## src/rtl/pipe_ctrl.sv

```systemverilog
// Pipeline sequencer for the 5-stage RV core: hold/flush control for PC, IF/ID and ID/EX.
// Optional build macro PIPE_CTRL_PERF_EN adds stall/flush performance counters.
module pipe_ctrl #(
    parameter int unsigned MEM_TIMEOUT = 255,
    parameter int unsigned TO_W        = 8
) (
    input  logic        clk,
    input  logic        rst,
    input  logic [4:0]  id_rs1_addr_i,
    input  logic [4:0]  id_rs2_addr_i,
    input  logic        id_rs1_ren_i,
    input  logic        id_rs2_ren_i,
    input  logic [4:0]  ex_rd_addr_i,
    input  logic        ex_is_load_i,
    input  logic        ex_jump_en_i,
    input  logic [31:0] ex_jump_addr_i,
    input  logic        mem_req_i,
    input  logic        mem_ack_i,
    output logic        jump_en_o,
    output logic [31:0] jump_addr_o,
    output logic        hold_pc_o,
    output logic        hold_if_id_o,
    output logic        hold_id_ex_o,
    output logic        flush_if_id_o,
    output logic        flush_id_ex_o,
`ifdef PIPE_CTRL_PERF_EN
    output logic [31:0] stall_cnt_o,
    output logic [31:0] flush_cnt_o,
`endif
    output logic        fault_o
);

    typedef enum logic [1:0] {
        RUN      = 2'd0,
        MEM_WAIT = 2'd1,
        FAULT    = 2'd2
    } state_t;

    localparam logic [TO_W-1:0] TIMEOUT_C = TO_W'(MEM_TIMEOUT);

    state_t          state_r;
    logic [TO_W-1:0] cnt_r;
    logic            fault_r;

    logic hazard_s;
    logic memstall_s;
    logic eval_run_s;

    assign hazard_s = ex_is_load_i && (ex_rd_addr_i != 5'd0) &&
                      ((id_rs1_ren_i && (id_rs1_addr_i == ex_rd_addr_i)) ||
                       (id_rs2_ren_i && (id_rs2_addr_i == ex_rd_addr_i)));
    assign memstall_s = mem_req_i && !mem_ack_i;
    // Jump/hazard rules apply in RUN without a stall, and on the ack cycle that releases MEM_WAIT.
    assign eval_run_s = ((state_r == RUN) && !memstall_s) ||
                        ((state_r == MEM_WAIT) && mem_ack_i);

    // Zero-latency control outputs decoded from state and current inputs.
    always_comb begin
        jump_en_o     = 1'b0;
        jump_addr_o   = 32'h0000_0000;
        hold_pc_o     = 1'b0;
        hold_if_id_o  = 1'b0;
        hold_id_ex_o  = 1'b0;
        flush_if_id_o = 1'b0;
        flush_id_ex_o = 1'b0;
        fault_o       = 1'b0;
        if (!rst) begin
            fault_o = 1'b0;
        end else if (eval_run_s) begin
            if (ex_jump_en_i) begin
                jump_en_o     = 1'b1;
                jump_addr_o   = ex_jump_addr_i;
                flush_if_id_o = 1'b1;
                flush_id_ex_o = 1'b1;
            end else if (hazard_s) begin
                hold_pc_o     = 1'b1;
                hold_if_id_o  = 1'b1;
                flush_id_ex_o = 1'b1;
            end else begin
                hold_pc_o     = 1'b0;
            end
        end else begin
            // Memory stall, ongoing wait, fault, or an illegal state: freeze the whole pipe.
            hold_pc_o    = 1'b1;
            hold_if_id_o = 1'b1;
            hold_id_ex_o = 1'b1;
            fault_o      = fault_r;
        end
    end

    // Sequencer state, wait-timeout counter and sticky fault flag.
    always_ff @(posedge clk) begin
        if (!rst) begin
            state_r <= RUN;
            cnt_r   <= '0;
            fault_r <= 1'b0;
        end else begin
            case (state_r)
                RUN: begin
                    if (memstall_s) begin
                        state_r <= MEM_WAIT;
                        cnt_r   <= TO_W'(1);
                    end else begin
                        state_r <= RUN;
                        cnt_r   <= '0;
                    end
                end
                MEM_WAIT: begin
                    if (mem_ack_i) begin
                        state_r <= RUN;
                        cnt_r   <= '0;
                    end else if (cnt_r == TIMEOUT_C) begin
                        state_r <= FAULT;
                        fault_r <= 1'b1;
                    end else begin
                        cnt_r   <= cnt_r + TO_W'(1);
                    end
                end
                FAULT: begin
                    state_r <= FAULT;
                    fault_r <= 1'b1;
                end
                default: begin
                    state_r <= FAULT;
                    fault_r <= 1'b1;
                end
            endcase
        end
    end

`ifdef PIPE_CTRL_PERF_EN
    // Free-running performance counters; wrap naturally at 2^32.
    always_ff @(posedge clk) begin
        if (!rst) begin
            stall_cnt_o <= 32'd0;
            flush_cnt_o <= 32'd0;
        end else begin
            if (hold_pc_o) begin
                stall_cnt_o <= stall_cnt_o + 32'd1;
            end else begin
                stall_cnt_o <= stall_cnt_o;
            end
            if (flush_if_id_o) begin
                flush_cnt_o <= flush_cnt_o + 32'd1;
            end else begin
                flush_cnt_o <= flush_cnt_o;
            end
        end
    end
`endif

endmodule

```

## config.mk

```make
export PLATFORM = sky130hd
export DESIGN_NAME = pipe_ctrl
export DESIGN_NICKNAME = d
export VERILOG_FILES = /design/src/rtl/pipe_ctrl.sv
export SDC_FILE = /design/constraint.sdc
export NUM_CORES = 1
export LEC_CHECK = 0
export BUFFER_PORTS_ARGS = -buffer_cell sky130_fd_sc_hd__buf_2
export CAP_MARGIN = 40
export CORE_UTILIZATION = 39
export CTS_CLUSTER_DIAMETER = 120
export CTS_CLUSTER_SIZE = 20
export DETAILED_ROUTE_END_ITERATION = 10
export GPL_ROUTABILITY_DRIVEN = 0
export PLACE_DENSITY = 0.86
export SLEW_MARGIN = 20
export SYNTH_ARGS = -nofsm -noshare
export SYNTH_HDL_FRONTEND = slang
export SYNTH_SLANG_ARGS = --single-unit
```

## constraint.sdc

```tcl
create_clock -name clk -period 5 [get_ports clk]
set_clock_uncertainty 0.15 [all_clocks]
set_input_delay 1.25 -clock clk [delete_from_list [all_inputs] [get_ports clk]]
set_output_delay 1.25 -clock clk [all_outputs]
set_load 0.1 [all_outputs]
```

# Yosys cells after proc, flatten, opt, wreduce, memory -nomap -nowiden
# Cells that the tools add are included.
# totals
out_inout_bits,39
reg_bits,11
word_cells,57
input_bits,55
# op_classes
n_reduce_logical,16
mux,28
bitwise,1
n_addsub,1
n_eq_ne,8
# ops
op,n
32-bit two-way mux,3
1-bit two-way mux,18
8-bit two-way mux,2
8-bit one-hot mux with 2 select lines,1
5-bit equality test,2
"8-bit by 1-bit adder with 8-bit output, second input constant",1
"8-bit equality test, second input constant",1
1-bit logical AND,7
5-bit nonzero test,1
2-bit two-way mux,2
2-bit one-hot mux with 2 select lines,1
"3-bit by 2-bit inequality test with 1-bit output, second input constant",1
"3-bit inequality test, second input constant",1
3-bit AND reduction,1
"2-bit by 1-bit equality test with 1-bit output, second input constant",1
1-bit logical NOT,2
2-bit logical NOT,1
1-bit logical OR,2
"2-bit by 1-bit inequality test with 1-bit output, second input constant",1
"2-bit inequality test, second input constant",1
1-bit one-hot mux with 2 select lines,1
2-bit AND reduction,1
2-bit nonzero test,1
1-bit NOT,1

# Longest topological paths before layout
# depth
word_depth,8
depth_mapped,5
depth_no_buf,5

# Worst setup path after synthesis
# OpenSTA, ideal clock, no wires.
# synth_path
path_type,input port to output port
start,in ex_rd_addr_i[3]
end,out hold_pc_o
setup_slack_ns,-2.049
path_stages,5
arrival_ns,5.649
t_required_ns,3.600
n_path_buf,1
cell_sequence,xor2_1 nor4_1 a32oi_1 o41ai_1 buf_4
# synth_via
elab_chain_len,8
elab_cells_between_ends,12
cone_classes,eq/ne: 2; mux: 4; reduce/logical: 6
# synth_rtl
element,line,rtl
start: declaration,13,"input logic [4:0] ex_rd_addr_i,"
5-bit equality test (on tied branches),"50, 51",
1-bit logical AND (on tied branches),"50, 51",
1-bit logical OR,50,((id_rs1_ren_i && (id_rs1_addr_i == ex_rd_addr_i)) ||
1-bit logical AND *,49,assign hazard_s = ex_is_load_i && (ex_rd_addr_i != 5'd0) &&
1-bit two-way mux * (4 in series),-,
end: declaration,21,"output logic hold_pc_o,"
# Mark *: on every way between the ends. The rest lies on a longest branch, timed or not.

# Final worst setup path
# layout_path
start,in ex_rd_addr_i[1]
end,out flush_id_ex_o
# layout_via
elab_chain_len,8
elab_cells_between_ends,12
cone_classes,eq/ne: 2; mux: 4; reduce/logical: 6
# layout_rtl
element,line,rtl
5-bit equality test (on tied branches),"50, 51",
1-bit logical AND (on tied branches),"50, 51",
1-bit logical OR,50,
1-bit logical AND *,49,
1-bit two-way mux *,75,end else if (hazard_s) begin
1-bit two-way mux *,70,if (ex_jump_en_i) begin
1-bit two-way mux *,69,end else if (eval_run_s) begin
1-bit two-way mux *,67,if (!rst) begin
end: declaration,25,"output logic flush_id_ex_o,"
# Marks and branches as above.

==> results.json <==
{
  "drc": 0,
  "grt_pass1_vias": 1080,
  "die_width_um": 51.8,
  "worst_pin_slew_ns": 0.527,
  "timing.rr.end": "cnt_r[6]",
  "ir_drop_uv": 135,
  "drv_cap": 0,
  "r2r.worst_path.cells": 5,
  "fill_cells": 228,
  "fmax_ghz": 0.237,
  "async_flop_share": 0,
  "grt_usage": 0.229,
  "syn_inst": 128,
  "dr_total_vias": 1253,
  "synth_fp_nets": 184,
  "fin_util": 0.647,
  "syn-mean-instance-area_um2": 7.55,
  "layout-drive-gt1-share": 0.495,
  "required_ns": 3.60,
  "hold_path_class": "flop to flop",
  "timing.final.crit_share": 0.844,
  "rsz0062_at_grt": "false",
  "ys_seq_area_frac": 0.228,
  "cts_hold_buf": 0,
  "ys_warn_count": 0,
  "wl_per_cell_um": 12.5,
  "boundaryPins": 94,
  "overflow": 0,
  "synth_edf_count": 0,
  "ys_types": 39,
  "cts_buffer_depth": 2,
  "rr_startpoint": "cnt_r[0]",
  "std_cell_rows": 17,
  "clkSlewWorstSetupHoldPaths_ns": 0.06,
  "dieHeight_um": 51.8,
  "coreArea_um2": 2280,
  "hold_viol": 0,
  "ys_seq_elements": 11,
  "p_per_area_nw_per_um2": 204,
  "critical_path_class": "primary input to primary output",
  "synth_ff_type": "dfxtp_1",
  "critPathSlowestCell": "or4_1",
  "stdcell_area_um2": 1470,
  "setup_viol": 0,
  "initial_utilization": 0.424,
  "cts-resized-gates": 0,
  "syn_to_final_growth_pct": 52.5,
  "fin_tns_setup_ns": 0,
  "clkSinkCount": 11,
  "slowest_delay_ns": 0.52,
  "worstSetupEndpointType": "primary output",
  "clk_latency_ns": 0.27,
  "antenna_found_initial": 0,
  "first_pass_iters": 4,
  "cp_max_fo": 3,
  "endpoint": "flush_id_ex_o",
  "p_leak_nw": 0.872,
  "path_depth": 6,
  "slew_viol_final": 0,
  "layout_common_cells": "buf_2 (93), and3_1 (33), dfxtp_1 (11), xor2_1 (8), o21ai_0 (7)",
  "routed_wl_um": 3050,
  "cpLargestDelayFamily": "simple AND/OR/NAND/NOR gates",
  "diodes": 0,
  "finalNonFillerCells": 244,
  "grt_max_degree": 35,
  "slew_headroom": 0.648,
  "io_buffers": 93,
  "cp-start-kind": "primary input",
  "tritoncts": "done",
  "netlist_area_um2": 966,
  "crit_start": "ex_rd_addr_i[1]",
  "design.die.area_um2": 2680,
  "dpl.cell_count": 240,
  "vias_per_cell": 5.14,
  "hpwl_um": 2450,
  "crit_buf_inv": 2,
  "period_minus_slack_ns": 4.22,
  "cts_root_buf": "clkbuf_4",
  "status": "finished, final reports clean",
  "placed_area_um2": 1450,
  "post_cts_buffers": 0,
  "crit_arrival_ns": 2.82,
  "cts_max_level": 1,
  "r2r_setup_slack_ns": 3.35,
  "drt_iter0_markers": 21,
  "grt_pass1_wl_um": 4690,
  "detail-route-antenna-nets": 0,
  "final_common_cell": "buf_2",
  "cp_cell_sequence": "buf_2 > or4_1 > o21ai_0 > or4_1 > o21bai_1 > buf_2",
  "nets": 273,
  "cts_made_buffers": 3
}
## metal layers
layer / up-vias / track usage / wire, um
li1: 654 / - / -
met1: 548 / 0.262 / 1260
met2: 48 / 0.433 / 1530
met3: 3 / 0.0351 / 243
met4: 0 / 0.0631 / 17
met5: - / 0 / 0
## cell type report
| type | count | area (um2) | area share |
|---|---|---|---|
| repair buffers | 94 | 473 | 0.321 |
| inverters | 3 | 11.3 | 0.00765 |
| well taps | 28 | 35.0 | 0.0238 |
| flip-flops and latches | 11 | 220 | 0.150 |
| clock buffers | 4 | 26.3 | 0.0178 |
| multi-input cells | 104 | 707 | 0.480 |
## cell families after synthesis
| kind of cell | after synthesis | synth area share |
|---|---|---|
| simple gates | 71 | 0.457 |
| compound gates | 21 | 0.141 |
| buf+inv | 13 | 0.0596 |
| flops | 11 | 0.228 |
| xor+xnor | 10 | 0.0907 |
| mux | 1 | 0.0104 |
| fa+ha+maj | 1 | 0.0130 |
## sequential cells by signal, summed over array words and instances (netlist names)
name,count
cnt_r,8
fault_r,1
state_r,2
## worst min path at each step
stage | startpoint | endpoint | cells after the start
2_1_floorplan | fault_r | fault_r | 1
3_3_place_gp | fault_r | fault_r | 1
3_5_place_dp | state_r[0] | state_r[0] | 1
4_1_cts | state_r[0] | state_r[0] | 1
5_1_grt | cnt_r[5] | cnt_r[5] | 2
6_report | state_r[0] | state_r[0] | 1
## cell usage after synthesis (all sizes together), types with 2 or more instances
library cell	instances	area (um2)
o21ai	7	35.0
a21oi	4	20.0
nor2b	2	12.5
clkbuf	7	26.3
and2	3	18.8
or3	4	25.0
nor4	2	12.5
and3	33	206
nand2	5	18.8
or4	4	31.3
dfxtp	11	220
buf	3	20.0
nor3	4	30.0
a31oi	3	18.8
inv	3	11.3
xor2	8	70.1
xnor2	2	17.5
nand3	3	20.0
nor2	5	18.8
## where the power goes
| group | switching, mW | internal [mW] | leakage [nW] | total [mW] |
|---|---|---|---|---|
| registers | 0.000898 | 0.0884 | 0.0889 | 0.0893 |
| clock network | 0.0282 | 0.0309 | 0.0150 | 0.0591 |
| logic | 0.116 | 0.0361 | 0.768 | 0.152 |
| total | 0.145 | 0.156 | 0.872 | 0.301 |
## worst register-to-register path, delay by kind of cell, from the launching register on
kind                       cells  cell delay (ns)
and+or+nand+nor                3             0.67
DFF                            1             0.38
adders and majority gates      1             0.25
AOI/OAI and AO/OA              1             0.13
## metrics by stage
stage / power [mW] / setup slack (ns) / hold WS (ns)
floorplan: 0.207 / 0.134 / 0.295
global placement: 0.243 / 0.795 / 0.314
detailed placement: 0.243 / 0.766 / 0.326
CTS: 0.303 / 0.772 / 0.343
global route: 0.313 / 0.672 / 0.381
finish: 0.301 / 0.779 / 0.342
No activity file was read; power rests on OpenSTA's default activity.
